**src/rtl/mem_port_arbiter_if.sv**
```systemverilog
// rtl/mem_port_arbiter_if.sv - fetch, load/store and memory port signals for mem_port_arbiter
interface mem_port_arbiter_if;
    logic        if_req;
    logic [31:0] if_addr;
    logic        if_ready;
    logic [31:0] if_rdata;

    logic        ls_req;
    logic        ls_we;
    logic [31:0] ls_addr;
    logic [31:0] ls_wdata;
    logic [2:0]  ls_u_b_h_w;
    logic        ls_ready;
    logic [31:0] ls_rdata;

    logic        mem_req;
    logic        mem_we;
    logic [31:0] mem_addr;
    logic [31:0] mem_wdata;
    logic [2:0]  mem_u_b_h_w;
    logic        mem_ready;
    logic [31:0] mem_rdata;

    logic        err;

    modport master (
        input  if_req, if_addr, ls_req, ls_we, ls_addr, ls_wdata, ls_u_b_h_w,
        input  mem_ready, mem_rdata,
        output if_ready, if_rdata, ls_ready, ls_rdata,
        output mem_req, mem_we, mem_addr, mem_wdata, mem_u_b_h_w, err
    );

    modport slave (
        output if_req, if_addr, ls_req, ls_we, ls_addr, ls_wdata, ls_u_b_h_w,
        output mem_ready, mem_rdata,
        input  if_ready, if_rdata, ls_ready, ls_rdata,
        input  mem_req, mem_we, mem_addr, mem_wdata, mem_u_b_h_w, err
    );
endinterface

```
**src/rtl/mem_port_arbiter.sv**
```systemverilog
// rtl/mem_port_arbiter.sv - round-robin fetch/load-store arbiter onto one memory port; ARB_TIMEOUT_EN adds a BUSY timeout with err
module mem_port_arbiter #(
    parameter int TIMEOUT_CYCLES = 256
) (
    input  logic               clk,
    input  logic               rst,
    mem_port_arbiter_if.master bus
);
    localparam logic [2:0] IDLE    = 3'd0;
    localparam logic [2:0] BUSY_IF = 3'd1;
    localparam logic [2:0] BUSY_LS = 3'd2;
    localparam logic [2:0] RESP_IF = 3'd3;
    localparam logic [2:0] RESP_LS = 3'd4;

    logic [2:0]  state;
    logic        last_grant;   // 1 = load/store was granted last
    logic [31:0] mem_addr_q;
    logic [31:0] mem_wdata_q;
    logic        mem_we_q;
    logic [2:0]  mem_u_b_h_w_q;
    logic [31:0] if_rdata_q;
    logic [31:0] ls_rdata_q;
    logic        busy;
    logic        tmo_hit;

    assign busy = (state == BUSY_IF) || (state == BUSY_LS);

`ifdef ARB_TIMEOUT_EN
    localparam int CW = (TIMEOUT_CYCLES > 1) ? $clog2(TIMEOUT_CYCLES) : 1;

    logic [CW-1:0] tmo_cnt;
    logic          err_q;

    // mem_ready on the expiry cycle still counts as a normal completion
    assign tmo_hit = busy && !bus.mem_ready && (tmo_cnt == CW'(TIMEOUT_CYCLES - 1));

    always_ff @(posedge clk) begin
        if (rst) begin
            tmo_cnt <= '0;
            err_q   <= 1'b0;
        end else begin
            err_q <= tmo_hit;
            if (state == IDLE && (bus.if_req || bus.ls_req))
                tmo_cnt <= '0;
            else if (busy && !bus.mem_ready)
                tmo_cnt <= tmo_cnt + 1'b1;
        end
    end

    assign bus.err = err_q;
`else
    assign tmo_hit = 1'b0;
    assign bus.err = 1'b0;
`endif

    always_ff @(posedge clk) begin
        if (rst) begin
            state         <= IDLE;
            last_grant    <= 1'b1;
            mem_addr_q    <= '0;
            mem_wdata_q   <= '0;
            mem_we_q      <= 1'b0;
            mem_u_b_h_w_q <= '0;
            if_rdata_q    <= '0;
            ls_rdata_q    <= '0;
        end else begin
            case (state)
                IDLE: begin
                    if (bus.if_req && (!bus.ls_req || last_grant)) begin
                        state         <= BUSY_IF;
                        last_grant    <= 1'b0;
                        mem_addr_q    <= bus.if_addr;
                        mem_wdata_q   <= '0;
                        mem_we_q      <= 1'b0;
                        mem_u_b_h_w_q <= 3'b010;
                    end else if (bus.ls_req) begin
                        state         <= BUSY_LS;
                        last_grant    <= 1'b1;
                        mem_addr_q    <= bus.ls_addr;
                        mem_wdata_q   <= bus.ls_wdata;
                        mem_we_q      <= bus.ls_we;
                        mem_u_b_h_w_q <= bus.ls_u_b_h_w;
                    end
                end
                BUSY_IF: begin
                    if (bus.mem_ready) begin
                        if_rdata_q <= bus.mem_rdata;
                        state      <= RESP_IF;
                    end else if (tmo_hit) begin
                        if_rdata_q <= '0;
                        state      <= RESP_IF;
                    end
                end
                BUSY_LS: begin
                    // stores never disturb the last load result
                    if (bus.mem_ready) begin
                        if (!mem_we_q)
                            ls_rdata_q <= bus.mem_rdata;
                        state <= RESP_LS;
                    end else if (tmo_hit) begin
                        if (!mem_we_q)
                            ls_rdata_q <= '0;
                        state <= RESP_LS;
                    end
                end
                RESP_IF, RESP_LS: state <= IDLE;
                default:          state <= IDLE;
            endcase
        end
    end

    assign bus.mem_req     = busy;
    assign bus.mem_we      = mem_we_q;
    assign bus.mem_addr    = mem_addr_q;
    assign bus.mem_wdata   = mem_wdata_q;
    assign bus.mem_u_b_h_w = mem_u_b_h_w_q;
    assign bus.if_ready    = (state == RESP_IF);
    assign bus.ls_ready    = (state == RESP_LS);
    assign bus.if_rdata    = if_rdata_q;
    assign bus.ls_rdata    = ls_rdata_q;
endmodule

```
**src/flat_wrapper.sv**
```systemverilog
// flat-port wrapper written by rule: the top's interface ports become plain ports
module mem_port_arbiter_flat 
#(
    parameter int TIMEOUT_CYCLES = 256
)
  (clk, rst, bus_if_req, bus_if_addr, bus_ls_req, bus_ls_we, bus_ls_addr, bus_ls_wdata, bus_ls_u_b_h_w, bus_mem_ready, bus_mem_rdata, bus_if_ready, bus_if_rdata, bus_ls_ready, bus_ls_rdata, bus_mem_req, bus_mem_we, bus_mem_addr, bus_mem_wdata, bus_mem_u_b_h_w, bus_err);
  mem_port_arbiter_if bus_i ();
  input  logic clk;
  input  logic rst;
  input wire logic [$bits(bus_i.if_req)-1:0] bus_if_req;
  input wire logic [$bits(bus_i.if_addr)-1:0] bus_if_addr;
  input wire logic [$bits(bus_i.ls_req)-1:0] bus_ls_req;
  input wire logic [$bits(bus_i.ls_we)-1:0] bus_ls_we;
  input wire logic [$bits(bus_i.ls_addr)-1:0] bus_ls_addr;
  input wire logic [$bits(bus_i.ls_wdata)-1:0] bus_ls_wdata;
  input wire logic [$bits(bus_i.ls_u_b_h_w)-1:0] bus_ls_u_b_h_w;
  input wire logic [$bits(bus_i.mem_ready)-1:0] bus_mem_ready;
  input wire logic [$bits(bus_i.mem_rdata)-1:0] bus_mem_rdata;
  output wire logic [$bits(bus_i.if_ready)-1:0] bus_if_ready;
  output wire logic [$bits(bus_i.if_rdata)-1:0] bus_if_rdata;
  output wire logic [$bits(bus_i.ls_ready)-1:0] bus_ls_ready;
  output wire logic [$bits(bus_i.ls_rdata)-1:0] bus_ls_rdata;
  output wire logic [$bits(bus_i.mem_req)-1:0] bus_mem_req;
  output wire logic [$bits(bus_i.mem_we)-1:0] bus_mem_we;
  output wire logic [$bits(bus_i.mem_addr)-1:0] bus_mem_addr;
  output wire logic [$bits(bus_i.mem_wdata)-1:0] bus_mem_wdata;
  output wire logic [$bits(bus_i.mem_u_b_h_w)-1:0] bus_mem_u_b_h_w;
  output wire logic [$bits(bus_i.err)-1:0] bus_err;
  assign bus_i.if_req = bus_if_req;
  assign bus_i.if_addr = bus_if_addr;
  assign bus_i.ls_req = bus_ls_req;
  assign bus_i.ls_we = bus_ls_we;
  assign bus_i.ls_addr = bus_ls_addr;
  assign bus_i.ls_wdata = bus_ls_wdata;
  assign bus_i.ls_u_b_h_w = bus_ls_u_b_h_w;
  assign bus_i.mem_ready = bus_mem_ready;
  assign bus_i.mem_rdata = bus_mem_rdata;
  assign bus_if_ready = bus_i.if_ready;
  assign bus_if_rdata = bus_i.if_rdata;
  assign bus_ls_ready = bus_i.ls_ready;
  assign bus_ls_rdata = bus_i.ls_rdata;
  assign bus_mem_req = bus_i.mem_req;
  assign bus_mem_we = bus_i.mem_we;
  assign bus_mem_addr = bus_i.mem_addr;
  assign bus_mem_wdata = bus_i.mem_wdata;
  assign bus_mem_u_b_h_w = bus_i.mem_u_b_h_w;
  assign bus_err = bus_i.err;
  mem_port_arbiter #(.TIMEOUT_CYCLES(TIMEOUT_CYCLES)) u_core (.clk(clk), .rst(rst), .bus(bus_i));
endmodule
```
**config.mk**
```make
export PLATFORM = sky130hd
export DESIGN_NAME = mem_port_arbiter_flat
export DESIGN_NICKNAME = d
export VERILOG_FILES = /design/src/rtl/mem_port_arbiter_if.sv /design/src/rtl/mem_port_arbiter.sv /design/src/flat_wrapper.sv
export SDC_FILE = /design/constraint.sdc
export NUM_CORES = 1
export LEC_CHECK = 0
export CAP_MARGIN = 15
export CORE_MARGIN = 1.5
export CORE_UTILIZATION = 43
export CTS_CLUSTER_SIZE = 40
export DETAILED_ROUTE_END_ITERATION = 10
export GPL_ROUTABILITY_DRIVEN = 0
export PLACE_DENSITY = 0.85
export SLEW_MARGIN = 20
export SYNTH_ARGS = -nofsm -noshare
export SYNTH_HDL_FRONTEND = slang
export SYNTH_SLANG_ARGS = --single-unit
```
**constraint.sdc**
```tcl
create_clock -name clk -period 2.4 [get_ports clk]
set_clock_uncertainty 0.15 [all_clocks]
set_input_delay 0.48 -clock clk [delete_from_list [all_inputs] [get_ports clk]]
set_output_delay 0.48 -clock clk [all_outputs]
set_load 0.01 [all_outputs]
```
Word level (Yosys, flattened, before mapping)
Index checks and enable logic that the tools add are counted.

word-level totals
  input port bits = 137
  logic and storage cells = 41
  output and inout port bits = 136
  flip-flop bits (word level) = 136

operators by class
  reductions and logical operators = 10
  bitwise gates (word level) = 1
  muxes and demuxes = 15
  equality and inequality tests = 7

operators with widths
  cell                                                   count
  two-way mux 32 bit                                     4
  two-way mux 3 bit                                      6
  case mux 3 bit (3 select lines)                        1
  equality test 3 x 2 -> 1 bit, second input constant    2
  AND reduction 3 bit                                    2
  two-way mux 1 bit                                      4
  inequality test 2 bit, second input constant           2
  AND reduction 2 bit                                    2
  equality test 3 x 1 -> 1 bit, second input constant    1
  equality test 3 bit, second input constant             1
  logical NOT 3 bit                                      1
  inequality test 3 x 2 -> 1 bit, second input constant  1
  logical OR 1 bit                                       2
  nonzero test 2 bit                                     1
  logical AND 1 bit                                      1
  logical NOT 1 bit                                      1
  inverter 1 bit                                         1

Logic depth before layout (Yosys ltp)
  depth in word-level cells = 5
  mapped depth = 6
  depth with buffers taken out = 3

Worst setup path after synthesis
No wires, ideal clock.

  path kind = input to register
  from = input bus_if_req
  to = register u_core.mem_addr_q[10] (netlist: u_core.bus.mem_addr[10])
  path slack = 705 ps
  path buffers = 2
  arrival time = 1426 ps
  stages = 5
  required time = 2131 ps
  library setup time = 119 ps
  cells stage by stage = buf_2 -> a21boi_4 -> nand2_1 -> buf_2 -> o221a_1

on the way
  longest elaborated chain between the ends = 3
  elaborated cells on any way between the ends = 4
  those cells by class = mux (1); reduce/logical (3)

ends and longest elaborated chain
  element                               line                    RTL
  start: declaration                    flat_wrapper.sv:10      input wire logic [$bits(bus_i.if_req)-1:0] bus_if_req;
  logical AND 1 bit (*)                 mem_port_arbiter.sv:69  if (bus.if_req && (!bus.ls_req || last_grant)) begin
  nonzero test 2 bit (no source line)   --
  AND reduction 2 bit (no source line)  --
  end signal: assignment                mem_port_arbiter.sv:72  mem_addr_q <= bus.if_addr;
  end signal: assignment                mem_port_arbiter.sv:79  mem_addr_q <= bus.ls_addr;
  end: declaration                      mem_port_arbiter.sv:17  logic [31:0] mem_addr_q;

Every way passes the cells marked *; elsewhere a longest branch is shown, timed or not.
A chain may end at the register's enable or synchronous reset.

Worst setup path after layout
  from = register u_core.state[1]
  to = output bus_if_ready

on the way
  longest elaborated chain between the ends = 1

ends and longest elaborated chain
  element                       line                     RTL
  start: declaration            mem_port_arbiter.sv:15   logic [2:0] state;
  start signal: assignment      mem_port_arbiter.sv:58   state <= IDLE;
  start signal: assignment      mem_port_arbiter.sv:70   state <= BUSY_IF;
  start signal: assignment      mem_port_arbiter.sv:77   state <= BUSY_LS;
  equality test 3 x 2 -> 1 bit  mem_port_arbiter.sv:117  assign bus.if_ready = (state == RESP_IF);
  end: declaration              flat_wrapper.sv:19       output wire logic [$bits(bus_i.if_ready)-1:0] bus_if_ready;

No other way between the ends.

==> metrics.md <==
| Metric | Value |
|---|---|
| Setup Fix Bufs, Post-CTS | `0` |
| CTS tree | `done` |
| Post-place setup slack | `0.0276 ns` |
| M3 GR Usage | `8.84%` |
| Setup TNS | `0 ns` |
| Worst slew pin tran | `~0.80 ns` |
| Leak | `3.19 nW` |
| I/O Buffers | `271` |
| IO Count | `273` |
| Delay-heaviest family, CP | `buffers and inverters` |
| Hpwl dp | `13,000 um` |
| Fmax | `434 MHz` |
| Total CTS buffers | `17` |
| Critical path class | `reg -> out` |
| Outcome | `finished, final reports clean` |
| Met2 Usage GRT | `47.7%` |
| Pins Over Slew Limit | `0` |
| Post-Layout Cell Count | `1,050` |
| Tcrit/Tclk final | `96.1%` |
| Mean area per synthesized cell | `8.68 um^2` |
| # rows | `40` |
| DRT Pass-1 Iters | `5` |
| Sequential cell area fraction in the yosys report | `49.9%` |
| Crit-path cells | `and3b_1 -> clkdlybuf4s50_1` |
| Clk slew on worst S/H paths | `0.05 ns` |
| Mapped Cells | `629` |
| Design area | `approximately 9000 um^2` |
| Setup WS post-layout | `between 0.09 and 0.1 ns` |
| Hold Path Class | `reg -> reg` |
| Worst EP required | `around 1.8 ns` |
| Register bit total from synthesis | `approximately 140` |
| Gr busiest metal | `met2` |
| Largest net degree at the start of global routing | `72` |
| Inst Count DP | `1,017` |
| CP Buf/Inv Count | `1` |
| Max incr delay on CP | `0.58 ns` |
| Routed Wire Length | `18,900 um` |
| RSZ-0062 raised after global routing | `false` |
| Latest clock arrival within the worst-skew pair | `0.41 ns` |
| Cell Area, Placed | `8270 um^2` |
| DR iter-0 viols | `535` |
| Syn_nets | `766` |
| Util after Layout | `72.9%` |
| Final Net Count | `~1k` |
| GRT Total Usage | `approximately 28%` |
| Peak supply drop | `between 0.4 and 0.5 mV` |
| Met1 usage in global routing | `31.0%` |
| Starting Density | `44.7%` |
| DRT antenna net count | `0` |
| Post-synth ARST share | `0%` |
| Core Box Area | `12,200 um^2` |
| Netlist Area Pre-Place | `5460 um^2` |
| Die W | `approximately 120 um` |
| DR WL/cell | `18.0 um` |
| Post-synth EDFFs | `0` |
| Total congestion overflow | `0` |
| Die H | `about 120 um` |
| Hold WS | `0.309 ns` |
| FILL cells | `904` |
| Tot Pwr | `6.74 mW` |
| Vias in the first global route | `5,810` |
| Critical path data arrival time | `1.68 ns` |
| Slowest-stage cell, CP | `clkdlybuf4s50_1` |
| Share of layout cells above drive strength 1 | `7.26%` |
| Endpoints failing hold | `0` |
| Hold_sp | `u_core.bus.if_rdata[17]` |
| Final setup violation count | `0` |
| Headroom to the max-slew limit | `46.8%` |
| Crit path launch | `u_core.state[1]` |
| Via density | `5.62` |
| CTS root buffer | `clkbuf_16` |
| Routed vias | `5,903` |
| Clock sinks | `approximately 140` |
| Startpoint Class | `register` |
| Multi-input gate area | `2290 um^2` |
| CTS Buffer Depth | `2` |
| Number of antenna violations at the first check in global routing | `1` |
| RR Startpoint | `u_core.state[2]` |
| H-tree Lvls | `4` |
| Max-cap viol count | `0` |
| Power density cells | `approximately 760 nW/um^2` |
| Global-route wire length before repair | `29,300 um` |
| Synth unique cells | `33` |
| CP endpoint kind | `output pin` |
| Layout area overhead | `63.0%` |
| Period minus WS final | `2.31 ns` |
| Worst-path fanout max | `12` |
| Post-synth top flop | `dfxtp_1` |
| Number of remaining DRC errors | `0` |
| Seq. cell area | `2730 um^2` |
| Syn. warnings | `0` |
| Die footprint | `roughly 13,000 um^2` |
[worst register-to-register path: stages (launching register included)]
cell     delay, ns
dfxtp_2       0.36
buf_4         0.17
or3_1         0.51
buf_4         0.26
o21ai_0       0.25
a21oi_1       0.10
[registers in the layout, indices dropped and copies added, names as in the netlist]
register                count
u_core.bus.if_rdata        32
u_core.bus.ls_rdata        32
u_core.bus.mem_addr        32
u_core.bus.mem_wdata       32
u_core.bus.mem_u_b_h_w      3
u_core.state                3
u_core.bus.mem_we           1
u_core.last_grant           1
[synth_stat cells (5+ instances only)]
cell | instances | area (um^2)
buf_4 | 5 | 37.5
nand2_1 | 66 | 248
o21ai_0 | 63 | 315
dfxtp_1 | 136 | 2720
a21oi_1 | 100 | 500
nand3_1 | 67 | 335
buf_2 | 25 | 125
clkbuf_1 | 38 | 143
inv_1 | 33 | 124
a41oi_1 | 32 | 280
o221a_1 | 30 | 338
o21ai_1 | 5 | 25.0
[area by class of cell]
cell class	instances	area share [%]
Timing Repair Buffer	291	32.8
Sequential cell	136	30.6
Multi-Input combinational cell	389	25.8
Clock buffer	23	5.37
Tap cell	168	2.36
Clock inverter	9	1.63
Inverter	33	1.39
Antenna cell	1	0.0281
[power by group]
| part | internal (mW) | switching [mW] |
|---|---|---|
| combinational | 0.751 | 0.690 |
| clock | 1.81 | 0.912 |
| sequential | 2.45 | 0.127 |
| total | 5.01 | 1.73 |
[worst paths after layout]
| kind | endpoint | slack [ns] | cells after the start |
|---|---|---|---|
| hold / removal | u_core.bus.if_rdata[17] | 0.31 | 2 |
| setup reg to reg | u_core.bus.mem_wdata[19] | 0.45 | 5 |
| setup / recovery | bus_if_ready | 0.09 | 2 |
| hold reg to reg | u_core.bus.if_rdata[17] | 0.31 | 2 |
[layout by cell type, fill, tap and decap left out, types with 3 or more instances in the layout]
cell type        Yosys  routed
clkdlybuf4s50_1      0     270
dfxtp_1            136     133
a21oi_1            100     100
nand3_1             67      67
nand2_1             66      66
o21ai_0             63      63
inv_1               33      33
a41oi_1             32      32
o221a_1             30      30
clkbuf_16            0      17
buf_4                5      16
o21ai_1              5       5
clkinv_2             0       5
buf_12               0       5
bufinv_16            0       4
o221a_2              3       3
clkbuf_1            38       3
clkbuf_8             0       3
dfxtp_2              0       3
[cell families (layout without fill, tap and decap cells)]
logic type	after synthesis	count (layout)	synth area share, %
buf+inv	104	356	8.48
other cells	1	2	0.0687
flops	136	136	49.9
mux	1	1	0.206
simple gates	151	151	13.4
xor+xnor	1	1	0.160
compound gates	235	235	27.8
[what timing repair did]
action,CTS,global route
hold buffers,0,0
setup endpoints to repair,3,0
gates resized for setup,3,0
hold endpoints to repair,0,0
[routing by layer]
metal  vias to the layer above  wire [um]
li1                       2750          -
met1                      2778       6950
met2                       305       9460
met3                        70       1610
met4                         0        889
met5                         -          0
Note: power is estimated with default switching activity, not from simulation.
